$ cat config.mk
export PLATFORM = sky130hd
export DESIGN_NAME = pio_arbiter
export DESIGN_NICKNAME = d
export VERILOG_FILES = /design/src/rtl/pio_arbiter.sv
export SDC_FILE = /design/constraint.sdc
export NUM_CORES = 1
export LEC_CHECK = 0
export ABC_AREA = 1
export CAP_MARGIN = 15
export CORE_ASPECT_RATIO = 0.9
export CORE_MARGIN = 2
export CORE_UTILIZATION = 48
export CTS_CLUSTER_DIAMETER = 40
export CTS_CLUSTER_SIZE = 40
export DETAILED_ROUTE_END_ITERATION = 16
export PLACE_DENSITY_LB_ADDON = 0.05
export SYNTH_ARGS = -nofsm -noshare
export SYNTH_HDL_FRONTEND = slang
export SYNTH_SLANG_ARGS = --single-unit
$ cat constraint.sdc
create_clock -name Clk -period 6.11 [get_ports Clk]
set_clock_uncertainty 0.15 [all_clocks]
set_input_delay 1.833 -clock Clk [delete_from_list [all_inputs] [get_ports Clk]]
set_output_delay 1.833 -clock Clk [all_outputs]
set_load 0.01 [all_outputs]
$ cat src/rtl/pio_arbiter.sv
// -----------------------------------------------------------------------------
// pio_arbiter
//
// Shares the single parallel-port (PIO) access path between the I-RAM page-in
// engine and the CPU data port. A page-in issues one command word on the
// instruction command-write channel, then reads a whole page word by word on
// the instruction burst-read channel and writes each word into I-RAM. CPU data
// accesses are forwarded to the PIO data channel. This block owns every PIO
// enable, and at most one of them is high in any cycle.
//
// Ports:
//   Clk, Reset               clock, asynchronous active-high reset
//   iMissReq, iMissPage      page-miss request (level) and missing page number
//   oMissDone                one-cycle pulse when the whole page is in I-RAM
//   oIRamWe/Addr/Data        I-RAM write port
//   iDReq, iDWe, iDAddr,
//   iDData                   CPU data-port request (level) and its operands
//   oDAck, oDData            one-cycle completion pulse, held read data
//   oPAddr, oPData           PIO port address and write data
//   oPREnb, oPWEnb           PIO data read / write enables
//   oPREnbI, oPWEnbI         PIO instruction burst-read / command-write enables
//   iPAck, iPAckI, iPData    PIO data / instruction acks and read data
// All outputs are registered.
// -----------------------------------------------------------------------------
module pio_arbiter #(
    parameter int         DATA_W       = 16,
    parameter int         OFS_W        = 6,
    parameter int         IRAM_AW      = 10,
    parameter int         PAGE_W       = 8,
    parameter logic [6:0] PORT_PAGE_IN = 7'h40
) (
    input  logic               Clk,
    input  logic               Reset,
    input  logic               iMissReq,
    input  logic [PAGE_W-1:0]  iMissPage,
    output logic               oMissDone,
    output logic               oIRamWe,
    output logic [IRAM_AW-1:0] oIRamAddr,
    output logic [DATA_W-1:0]  oIRamData,
    input  logic               iDReq,
    input  logic               iDWe,
    input  logic [6:0]         iDAddr,
    input  logic [DATA_W-1:0]  iDData,
    output logic               oDAck,
    output logic [DATA_W-1:0]  oDData,
    output logic [6:0]         oPAddr,
    output logic [DATA_W-1:0]  oPData,
    output logic               oPREnb,
    output logic               oPWEnb,
    output logic               oPREnbI,
    output logic               oPWEnbI,
    input  logic               iPAck,
    input  logic               iPAckI,
    input  logic [DATA_W-1:0]  iPData
);

    localparam int SLOT_W = IRAM_AW - OFS_W;
    localparam logic [OFS_W-1:0] LAST_OFS = '1;

    typedef enum logic [2:0] {
        S_IDLE,
        S_DACC,
        S_PCMD,
        S_PREAD,
        S_PDONE
    } state_t;

    state_t              state, state_next;
    logic [SLOT_W-1:0]   page_slot, page_slot_next;
    logic [OFS_W-1:0]    counter, counter_next;
    logic                last_was_page, last_was_page_next;

    logic [6:0]          p_addr_next;
    logic [DATA_W-1:0]   p_data_next;
    logic                p_renb_next, p_wenb_next, p_renb_i_next, p_wenb_i_next;
    logic                d_ack_next;
    logic [DATA_W-1:0]   d_data_next;
    logic                miss_done_next;
    logic                iram_we_next;
    logic [IRAM_AW-1:0]  iram_addr_next;
    logic [DATA_W-1:0]   iram_data_next;

    // A requester keeps its level high during the cycle its completion pulse
    // is visible, so that request is not re-arbitrated in that cycle. The
    // other requester may still be granted straight away.
    logic page_req_live, data_req_live;
    assign page_req_live = iMissReq && !oMissDone;
    assign data_req_live = iDReq && !oDAck;

    // Next-state and next-output logic. Enables and address/data hold their
    // value by default; pulses (oDAck, oMissDone, oIRamWe) default low.
    always_comb begin
        state_next         = state;
        page_slot_next     = page_slot;
        counter_next       = counter;
        last_was_page_next = last_was_page;
        p_addr_next        = oPAddr;
        p_data_next        = oPData;
        p_renb_next        = oPREnb;
        p_wenb_next        = oPWEnb;
        p_renb_i_next      = oPREnbI;
        p_wenb_i_next      = oPWEnbI;
        d_ack_next         = 1'b0;
        d_data_next        = oDData;
        miss_done_next     = 1'b0;
        iram_we_next       = 1'b0;
        iram_addr_next     = oIRamAddr;
        iram_data_next     = oIRamData;

        case (state)
            S_IDLE: begin
                // Page wins a tie unless the previous grant was a page load.
                if (page_req_live && (!data_req_live || !last_was_page)) begin
                    page_slot_next = iMissPage[SLOT_W-1:0];
                    p_addr_next    = PORT_PAGE_IN;
                    p_data_next    = DATA_W'(iMissPage);
                    p_wenb_i_next  = 1'b1;
                    state_next     = S_PCMD;
                end else if (data_req_live) begin
                    p_addr_next        = iDAddr;
                    p_data_next        = iDData;
                    p_wenb_next        = iDWe;
                    p_renb_next        = !iDWe;
                    last_was_page_next = 1'b0;
                    state_next         = S_DACC;
                end
            end

            S_DACC: begin
                if (iPAck) begin
                    p_wenb_next = 1'b0;
                    p_renb_next = 1'b0;
                    d_ack_next  = 1'b1;
                    if (oPREnb) begin
                        d_data_next = iPData;
                    end
                    state_next = S_IDLE;
                end
            end

            S_PCMD: begin
                // The first word read is issued together with the command drop.
                if (iPAckI) begin
                    p_wenb_i_next = 1'b0;
                    p_renb_i_next = 1'b1;
                    counter_next  = '0;
                    state_next    = S_PREAD;
                end
            end

            S_PREAD: begin
                if (oPREnbI) begin
                    if (iPAckI) begin
                        p_renb_i_next  = 1'b0;
                        iram_we_next   = 1'b1;
                        iram_data_next = iPData;
                        iram_addr_next = {page_slot, counter};
                        counter_next   = counter + OFS_W'(1);
                        if (counter == LAST_OFS) begin
                            last_was_page_next = 1'b1;
                            state_next         = S_PDONE;
                        end
                    end
                end else begin
                    // One idle cycle between words, then the next read.
                    p_renb_i_next = 1'b1;
                end
            end

            S_PDONE: begin
                miss_done_next = 1'b1;
                state_next     = S_IDLE;
            end

            default: begin
                state_next = S_IDLE;
            end
        endcase
    end

    // State and registered outputs. Reset drops every enable immediately and
    // abandons any page load in progress.
    always_ff @(posedge Clk or posedge Reset) begin
        if (Reset) begin
            state         <= S_IDLE;
            page_slot     <= '0;
            counter       <= '0;
            last_was_page <= 1'b0;
            oPAddr        <= '0;
            oPData        <= '0;
            oPREnb        <= 1'b0;
            oPWEnb        <= 1'b0;
            oPREnbI       <= 1'b0;
            oPWEnbI       <= 1'b0;
            oDAck         <= 1'b0;
            oDData        <= '0;
            oMissDone     <= 1'b0;
            oIRamWe       <= 1'b0;
            oIRamAddr     <= '0;
            oIRamData     <= '0;
        end else begin
            state         <= state_next;
            page_slot     <= page_slot_next;
            counter       <= counter_next;
            last_was_page <= last_was_page_next;
            oPAddr        <= p_addr_next;
            oPData        <= p_data_next;
            oPREnb        <= p_renb_next;
            oPWEnb        <= p_wenb_next;
            oPREnbI       <= p_renb_i_next;
            oPWEnbI       <= p_wenb_i_next;
            oDAck         <= d_ack_next;
            oDData        <= d_data_next;
            oMissDone     <= miss_done_next;
            oIRamWe       <= iram_we_next;
            oIRamAddr     <= iram_addr_next;
            oIRamData     <= iram_data_next;
        end
    end

endmodule

=== Word level (Yosys, flattened, before mapping) ===
Index checks and enable logic that the tools add are counted.

* Muxes and demuxes: 42
* Eq/ne operators: 14
* Reductions and logical operators: 25
* Add/subtract/negate cells: 1

{| class="wikitable"
|+ Operators by type and width
! cell !! number
|-
| 16-bit two-way mux || 2
|-
| 1-bit two-way mux || 21
|-
| 3-bit two-way mux || 7
|-
| 6-bit two-way mux || 3
|-
| 2-bit != test, second input constant || 8
|-
| 7-bit two-way mux || 2
|-
| 3-bit case mux with 4 select lines || 1
|-
| 6-bit case mux with 2 select lines || 1
|-
| 6-bit AND reduction || 2
|-
| 1-bit case mux with 2 select lines || 5
|-
| 2-bit nonzero test || 5
|-
| 3-bit AND reduction || 3
|-
| 4-bit AND reduction || 2
|-
| 6-bit by 1-bit adder with 6-bit output, second input constant || 1
|-
| 3-bit by 2-bit equality test with 1-bit output, second input constant || 2
|-
| 6-bit equality test, second input constant || 1
|-
| 2-bit AND reduction || 3
|-
| 1-bit logical NOT || 5
|-
| 3-bit by 1-bit equality test with 1-bit output, second input constant || 1
|-
| 3-bit equality test, second input constant || 1
|-
| 1-bit logical AND || 3
|-
| 3-bit logical NOT || 1
|-
| 3-bit != test, second input constant || 1
|-
| 1-bit logical OR || 1
|}

* Input bits: 54
* Output and inout port bits: 72
* Bits in registers: 86
* Logic and storage cells: 98

=== Logic depth before layout (Yosys ltp) ===
Gate-level depths: netlist of run 1.

* Depth in word-level cells: 7
* Mapped depth: 9
* Depth with buffers taken out: 9

=== Least setup slack after synthesis of run 1 ===
No wires, ideal clock.

* Kind: input to register
* Start point: input port iMissReq
* End point: register oPAddr[6]
* Setup time: 123 ps
* Required time: 5837 ps
* Path buffers: 1
* Path slack: 3219 ps
* Data arrival time: 2617 ps
* Stages: 7
* Cells stage by stage: inv_1 > nor2_1 > nand2_1 > buf_4 > clkinv_1 > o21ai_0 > nand2_1

* Word-level cells in the longest chain between the ends: 4
* Elaborated cells on any way between the ends: 5
* Classes of those cells: mux (1); reduce/logical (4)

{| class="wikitable"
|+ RTL lines
! element !! line !! source
|-
| start, declared || 34 || <nowiki>input logic iMissReq,</nowiki>
|-
| 1-bit logical AND * || 87 || <nowiki>assign page_req_live = iMissReq && !oMissDone;</nowiki>
|-
| 1-bit logical AND * || 113 || <nowiki>if (page_req_live && (!data_req_live || !last_was_page)) begin</nowiki>
|-
| 2-bit nonzero test (no line) || n/a ||
|-
| 2-bit AND reduction (no line) || n/a ||
|-
| end signal, assigned || 206 || <nowiki>oPAddr <= p_addr_next;</nowiki>
|-
| end, declared || 46 || <nowiki>output logic [6:0] oPAddr,</nowiki>
|}

Mark *: on every way between the ends. The rest lies on a longest branch, timed or not.
A chain may end at the register's enable or synchronous reset.

=== Worst setup path in the final report of run 1 ===
* Start point: input port iPAckI
* End point: register counter[5]

* Word-level cells in the longest chain between the ends: 2
* Elaborated cells on any way between the ends: 3
* Classes of those cells: eq/ne (2); reduce/logical (1)

{| class="wikitable"
|+ RTL lines
! element !! line !! source
|-
| start, declared || 53 || <nowiki>input logic iPAckI,</nowiki>
|-
| 2-bit != test (no line) || n/a ||
|-
| 4-bit AND reduction (no line) * || n/a ||
|-
| end signal, assigned || 204 || <nowiki>counter <= counter_next;</nowiki>
|-
| end, declared || 70 || <nowiki>logic [OFS_W-1:0] counter, counter_next;</nowiki>
|}

Marked as above.

==> qor.csv, run 1 <==
metric,value,unit
grt_util_all_layers,22.18,%
powerDensity,468.3,nW/um^2
syn_avg_cell_area,8.874,um^2
nNetsFinal,579,
finalSetupViolations,0,
tritoncts,done,
ios,126,
max_slew.worst_pin.slew,1.025,ns
grt_overflow,0,
die_area,8081,um^2
drt-pass1-iter-count,4,
hold_path_depth,2,
cts_root_buf,clkbuf_8,
drc_errors,0,
final_cell_mix,"nand2_1 (134), clkdlybuf4s50_1 (125), dfrtp_1 (86), inv_1 (37), o21ai_1 (37)",
power_leakage,2.439,nW
ant_nets,0,
hold_viol,0,
antenna_found_initial,0,
synth_nets,454,
cts_inserted_buffers,9,
cts_buffer_depth,2,
path_cells,"clkdlybuf4s50_1, nand2_1, inv_1, nand2_2, nand2_2, nand4_1, nand2_1",
final_common_cell,nand2_1,
die_w,94.54,um
grt_pass1_vias,2924,
setup_tns,0,ns
portBuffers,125,
totalWireLength,8408,um
h-tree-depth,3,
fillers,589,
die_height,85.48,um
gp_congestion,0.8358,
grt_pass1_wl,13790,um
clkSlewWorstSetupHoldPaths,0.09,ns
cts_setup_buffers,0,
synth_cells,399,
seq_area_frac_synth,60.78,%
dpl_cell_area,4842,um^2
finalInstanceArea,5065,um^2
synth.area.top_cells,"dfrtp_1 (61%), nand2_1 (14%), o21ai_1 (5.2%)",
ys_types,24,
post_cts_resized,0,
viasPerCell,4.910,
cp-end-kind,flip-flop,
vias,3054,
clk_latency,0.35,ns
critPathRequiredTime,6.20,ns
finalCriticalPeriod,3.533,ns
rr_worst_depth,7,
yosys.area.top_type,dfrtp_1,
start_util,49.79,%
critical_path_arrival,3.62,ns
grt_max_degree,54,
max_stage_delay,0.66,ns
grt_setup_unrepaired,false,
hold_buffers,0,
area_growth,43.04,%
yosysWarnings,0,
drtIter0Drc,167,
crit_fanout,53,
slew_viol_final,0,
status,"complete, no violations",
insertedDiodeCount,0,
ir_drop,0.0002866,V
max_freq,283.0,MHz
yosysTopAreaCellShare,60.78,%
ys_seq_elements,86,
fp-row-count,29,
max_slew_margin,31.53,%
clock-sinks,86,
fin_hold_ws,0.3384,ns
hold_class,reg2reg,
crit_path_start_kind,primary input,
drive_gt1_share,5.671,%
finalCritPeriodShare,57.82,%
routedWlPerCell,13.52,um
synth_area,3541,um^2
core_area,7112,um^2
dpl.hpwl,6021,um
crit_type,in2reg,
critPathSlowestCell,nand2_2,
cap_violations,0,
==> sequential cells by signal, summed over array words and instances, names as in the netlist, 3 cells and up <==
name and count:
oIRamData 16, oIRamAddr 10, page_slot 4, state 3
counter 6, oPAddr 7, oPData 16, oDData 16
==> synthesized netlist by cell type (all sizes together) <==
master  count
nand3b      1
nand3      12
nand4       3
nand2     139
o21bai      1
dfrtp      86
clkinv      1
inv        40
buf        12
xor2        1
ha          1
nor2       31
nor3        1
a21oi      19
o21ai      51
==> critical path: cells and delay by family <==
kind | cells | cell delay [ns]
buffers and inverters | 2 | 0.50
AND/OR/NAND/NOR | 5 | 1.28
==> cells by family after synthesis <==
group / synth area share, %
AOI/OAI and AO/OA: 10.11
xor gates and xnor gates: 0.2474
adders and majority gates: 0.3533
buffers and inverters: 6.466
DFF: 60.78
and+or+nand+nor: 22.05
==> stage by stage <==
step | power [mW] | std cells | worst slack (ns) | utilization, %
final | 2.372 | 622 | 2.577 | 71.22
after global routing | 2.546 | 622 | 2.385 | 71.22
after CTS | 2.398 | 622 | 2.578 | 71.22
after detailed placement | 1.946 | 606 | 2.220 | 68.09
after global placement | 1.911 | 606 | 2.264 | 68.09
after floorplan | 1.427 | 399 | 1.905 | -
==> report_power, final <==
part | internal [mW] | switching, mW
clock | 0.234 | 0.208
sequential | 0.791 | 0.132
combinational | 0.503 | 0.504
==> worst paths after layout <==
| check | startpoint | endpoint | slack [ns] |
|---|---|---|---|
| min in group asynchronous | Reset | oPData[9] | 1.81 |
| max in group asynchronous | Reset | page_slot[2] | 3.04 |
| worst max register to register | state[1] | counter[3] | 3.92 |
| worst min register to register | oPWEnb | oPWEnb | 0.34 |
| worst min-delay path | oPWEnb | oPWEnb | 0.34 |
| worst max-delay path | iPAckI | counter[5] | 2.58 |
==> area by class of cell <==
type,instances,area (um^2),share of cell area (%)
clock buffer,10,127.6,2.520
inverter,41,155.1,3.063
tap,93,116.4,2.297
sequential,86,2152,42.49
clock inverter,6,95.09,1.877
timing repair buffer,126,1259,24.85
multi-input combinational,260,1160,22.90
==> metal layers <==
metal | GRT usage, % | part of all wire [%] | routed length, um
met1 | 30.03 | 44 | 3714
met4 | 6.456 | 1.2 | 104
met2 | 34.35 | 47 | 3932
met5 | 0 | 0 | 0
met3 | 7.549 | 7.8 | 658
Note: power is estimated with default switching activity, not from simulation.
==> inputs of run 2 (changes only) <==
--- a/config.mk
+++ b/config.mk
@@ -9,7 +9,7 @@
 export CAP_MARGIN = 15
 export CORE_ASPECT_RATIO = 0.9
 export CORE_MARGIN = 2
-export CORE_UTILIZATION = 48
+export CORE_UTILIZATION = 45
 export CTS_CLUSTER_DIAMETER = 40
 export CTS_CLUSTER_SIZE = 40
 export DETAILED_ROUTE_END_ITERATION = 16
==> constraint.sdc (replaced) <==
create_clock -name Clk -period 3.65 [get_ports Clk]
set_clock_uncertainty 0.15 [all_clocks]
set_input_delay 1.095 -clock Clk [delete_from_list [all_inputs] [get_ports Clk]]
set_output_delay 1.095 -clock Clk [all_outputs]
set_load 0.01 [all_outputs]
==> qor.csv, run 2 (same netlist as run 1, synthesis figures left out) <==
metric,value,unit,change
drtIter0Drc,168,,+0.60%
clockPowerShare,17.5,%,-1.1 points
reg_top3,"oDData: 16 flops, oIRamData: 16 flops, oPData: 16 flops",,
ant_nets,0,,unchanged
grt_pass1_vias,2940,,+0.55%
core_area,7582,um^2,+6.6%
grt_setup_unrepaired,false,,
max_slew_margin,66.19,%,+35 points
post-route-util,67.26,%,-4.0 points
setup_tns,0,ns,unchanged
nNetsFinal,582,,+0.52%
post_cts_resized,0,,unchanged
drive_gt1_share,6.391,%,+0.72 points
finalCriticalPeriod,2.598,ns,
cts_inserted_buffers,9,,unchanged
power.share.switching,35.98,%,+0.40 points
antenna_found_initial,0,,unchanged
final_cell_mix,"nand2_1 (134), clkdlybuf4s50_1 (125), dfrtp_1 (86), inv_1 (37), o21ai_1 (37)",,
cts_root_buf,clkbuf_8,,
hold_class,reg2reg,,
powerDensity,771.3,nW/um^2,+65%
clk_latency,0.35,ns,about the same
viasPerCell,4.783,,-2.6%
vias,3004,,-1.6%
fp-row-count,30,,+3.4%
grt_pass1_wl,14070,um,+2.0%
finalCritPeriodShare,71.18,%,
gp_congestion,0.7851,,-6.1%
routedWlPerCell,13.74,um,+1.7%
h-tree-depth,3,,unchanged
crit_fanout,12,,-77%
p_int,2.518,mW,+65%
tritoncts,done,,
power_leakage,2.462,nW,+0.93%
slew_viol_final,0,,unchanged
totalWireLength,8631,um,+2.7%
critPathRequiredTime,3.75,ns,-2.45 ns
grt_overflow,0,,unchanged
portBuffers,125,,unchanged
grt_util_all_layers,20.60,%,-1.6 points
p_sw,1.415,mW,+68%
cap_violations,0,,unchanged
cp-end-kind,flip-flop,,
final_common_cell,nand2_1,,
insertedDiodeCount,0,,unchanged
finalSetupViolations,0,,unchanged
clkSlewWorstSetupHoldPaths,0.09,ns,about the same
ir_drop,0.0003433,V,+20%
cts_buffer_depth,2,,unchanged
p_comb_share,43.2,%,+0.7 points
status,"complete, no violations",,
drt-pass1-iter-count,4,,unchanged
grt_max_degree,41,,-24%
dpl.hpwl,6185,um,+2.7%
critical_path_arrival,2.70,ns,-0.92 ns
clock-sinks,86,,unchanged
pwr-share-seq,39.4,%,+0.5 points
drc_errors,0,,unchanged
cts_setup_buffers,0,,unchanged
crit_path_start_kind,primary input,,
die_w,97.51,um,+3.1%
ios,126,,unchanged
max_slew.worst_pin.slew,0.5059,ns,-0.5187 ns
ff_latch_area,2152,um^2,unchanged
die_height,88.16,um,+3.1%
start_util,46.70,%,-3.1 points
hold_viol,0,,unchanged
multiInputGateArea,1160,um^2,unchanged
die_area,8596,um^2,+6.4%
hold_buffers,0,,unchanged
max_freq,384.9,MHz,
area_growth,44.03,%,
fillers,628,,+6.6%
crit_type,in2reg,,
## run 2: cell type report
class	instances	share of cell area (%)
clock buffers	10	2.699
clock inverters	6	1.349
inverters	41	3.042
multi-input cells	260	22.74
flip-flops and latches	86	42.20
well taps	96	2.355
repair buffers	129	25.61
## run 2: power groups by stage
stage / sequential, mW / clock (mW) / combinational, mW
2_1_floorplan: 1.69 / 0 / 0.703
3_3_place_gp: 1.55 / 0 / 1.67
3_5_place_dp: 1.56 / 0 / 1.71
4_1_cts: 1.55 / 0.711 / 1.72
5_1_grt: 1.59 / 0.749 / 1.88
6_report: 1.55 / 0.687 / 1.70
## run 2: final timing paths
check / start / end / slack [ns] / depth (start not counted)
hold / removal: oPWEnb / oPWEnb / 0.34 / 2
min in group asynchronous: Reset / oPAddr[1] / 0.92 / 2
setup reg to reg: state[0] / oPData[6] / 1.80 / 7
max in group asynchronous: Reset / oDData[12] / 1.78 / 3
hold reg to reg: oPWEnb / oPWEnb / 0.34 / 2
setup / recovery: iDReq / oPAddr[6] / 1.05 / 6
## run 2: stage by stage
stage                     setup slack, ns  hold WS (ns)  std cells  total power, mW  instance area [um^2]
after floorplan                    0.1832        0.2918        399            2.388                  3541
after global placement             0.7344        0.3141        612            3.221                  4893
after detailed placement           0.6732        0.3168        612            3.275                  4893
after CTS                           1.072        0.3406        628            3.977                  5100
after global routing               0.9096        0.3644        628            4.218                  5100
final                               1.052        0.3364        628            3.933                  5100
## run 2: worst max-delay path: stages
cell and delay [ns]:
clkdlybuf4s50_1 0.47, nand3_1 0.08, nand2_1 0.39, clkinv_1 0.37
o21ai_0 0.23, nand2_1 0.06
## run 2: layer usage
metal / vias up / GRT usage, % / part of all wire [%]
li1: 1515 / - / -
met1: 1380 / 27.84 / 46
met2: 107 / 32.29 / 46
met3: 2 / 7.741 / 8.0
met4: 0 / 4.545 / 0.41
met5: - / 0 / 0
==> inputs of run 3 (changes only) <==
==> constraint.sdc (replaced) <==
create_clock -name Clk -period 2.4 [get_ports Clk]
set_clock_uncertainty 0.15 [all_clocks]
set_input_delay 0.72 -clock Clk [delete_from_list [all_inputs] [get_ports Clk]]
set_output_delay 0.72 -clock Clk [all_outputs]
set_load 0.01 [all_outputs]
==> qor.csv, run 3 (same netlist as run 1, synthesis figures left out) <==
metric,value,unit,change
fillers,646,,+2.9%
r2r_start,state[0],,
cp_top_family,buffers and inverters,,
antenna_found_initial,0,,unchanged
ant_nets,0,,unchanged
crit_type,reg2out,,
post_cts_resized,0,,unchanged
power.total,5.967,mW,+52%
die_w,97.51,um,unchanged
path_cells,clkdlybuf4s50_1,,
cts_root_buf,clkbuf_8,,
drtIter0Drc,137,,-18%
ir_drop,0.0005016,V,+46%
critPathRequiredTime,1.53,ns,-2.22 ns
min_from,oPAddr[4],,
drt-pass1-iter-count,4,,unchanged
final_common_cell,nand2_1,,
fp-row-count,30,,unchanged
slew_viol_final,0,,unchanged
ff_latch_area,2152,um^2,unchanged
totalWireLength,8292,um,-3.9%
insertedDiodeCount,0,,unchanged
clock-sinks,86,,unchanged
multiInputGateArea,1160,um^2,unchanged
nNetsFinal,590,,+1.4%
cts_setup_buffers,0,,unchanged
setup_tns,0,ns,unchanged
cp-startpoint,oPREnb,,
max_slew_margin,69.11,%,+2.9 points
cap_violations,0,,unchanged
grt_max_degree,39,,-4.9%
grt_pass1_vias,2852,,-3.0%
tritoncts,done,,
max_slew.worst_pin.slew,0.4623,ns,-0.04356 ns
hold_buffers,0,,unchanged
cts_buffer_depth,2,,unchanged
area_growth,45.69,%,
critical_path_buf_inv_count,1,,-1
place_ws,0.02426,ns,-0.6490 ns
h-tree-depth,3,,unchanged
viasPerCell,4.709,,-1.6%
die_height,88.16,um,unchanged
powerDensity,1157,nW/um^2,+50%
setup_ws,0.2381,ns,-0.8138 ns
finalSetupViolations,0,,unchanged
reg_top3,"oDData: 16 flops, oIRamData: 16 flops, oPData: 16 flops",,
final_cell_mix,"nand2_1 (134), clkdlybuf4s50_1 (125), dfrtp_1 (86), inv_1 (37), o21ai_1 (37)",,
finalCritPeriodShare,90.08,%,
core_area,7582,um^2,unchanged
clk_latency,0.35,ns,about the same
max_stage_delay,0.56,ns,+0.09 ns
grt_pass1_wl,13440,um,-4.5%
grt_util_all_layers,19.65,%,-0.94 points
drive_gt1_share,7.593,%,+1.2 points
critical_path_arrival,1.29,ns,-1.41 ns
finalCriticalPeriod,2.162,ns,
portBuffers,125,,unchanged
cp-end-kind,primary output,,
cts_inserted_buffers,9,,unchanged
status,"complete, no violations",,
start_util,46.70,%,unchanged
grt_setup_unrepaired,false,,
power_leakage,2.486,nW,+0.96%
die_area,8596,um^2,unchanged
gp_congestion,0.7908,,+0.73%
clkSlewWorstSetupHoldPaths,0.09,ns,about the same
post-route-util,68.04,%,+0.78 points
vias,2995,,-0.30%
crit_path_start_kind,flip-flop,,
ios,126,,unchanged
crit_fanout,3,,-9
drc_errors,0,,unchanged
hold_class,reg2reg,,
max_freq,462.6,MHz,
critPathSlowestCell,clkdlybuf4s50_1,,
grt_overflow,0,,unchanged
hold_viol,0,,unchanged
routedWlPerCell,13.04,um,-5.1%
dpl.hpwl,6113,um,-1.2%
==> run 3: cell types whose count changed in the layout (fill, tap and decap cells not counted) <==
cell | previous run | this run
clkinv_4 | 1 | 0
buf_12 | 2 | 3
inv_6 | 2 | 0
buf_4 | 2 | 9
clkinvlp_4 | 1 | 4
clkbuf_1 | 0 | 1
clkbuf_8 | 10 | 9
==> run 3: layer usage <==
layer	vias to the layer above	wire length (um)	GRT usage, %	share of wire [%]
li1	1531	-	-	-
met1	1356	3872	26.75	47
met2	102	3722	30.97	45
met3	6	607	6.864	7.3
met4	0	89	4.293	1.1
met5	-	0	0	0
==> run 3: worst paths after layout <==
kind	cells after the start	slack [ns]	to
min in group asynchronous	2	0.58	oIRamAddr[2]
hold / removal	2	0.33	oPAddr[4]
setup / recovery	1	0.24	oPREnb
max in group asynchronous	3	0.99	oPData[8]
setup reg to reg	7	0.68	oPData[9]
hold reg to reg	2	0.33	oPAddr[4]
==> run 3: where the power goes <==
| part | total (mW) | internal (mW) | switching [mW] |
|---|---|---|---|
| Clock | 0.997 | 0.478 | 0.519 |
| Combinational | 2.62 | 1.35 | 1.28 |
| Sequential | 2.35 | 2.01 | 0.336 |
==> run 3: area by class of cell <==
class / count / area share [%]
sequential: 86 / 41.72
clock buffer: 10 / 2.474
inverter: 41 / 3.056
multi-input combinational: 260 / 22.48
tap: 96 / 2.328
clock inverter: 6 / 1.213
timing repair buffer: 137 / 26.73
==> run 3: through the flow <==
stage,cells,hold slack (ns),instance area (um^2)
2_1_floorplan,399,0.2918,3545
3_3_place_gp,620,0.3158,4969
3_5_place_dp,620,0.3143,4969
4_1_cts,636,0.3377,5159
5_1_grt,636,0.3601,5159
6_report,636,0.3328,5159
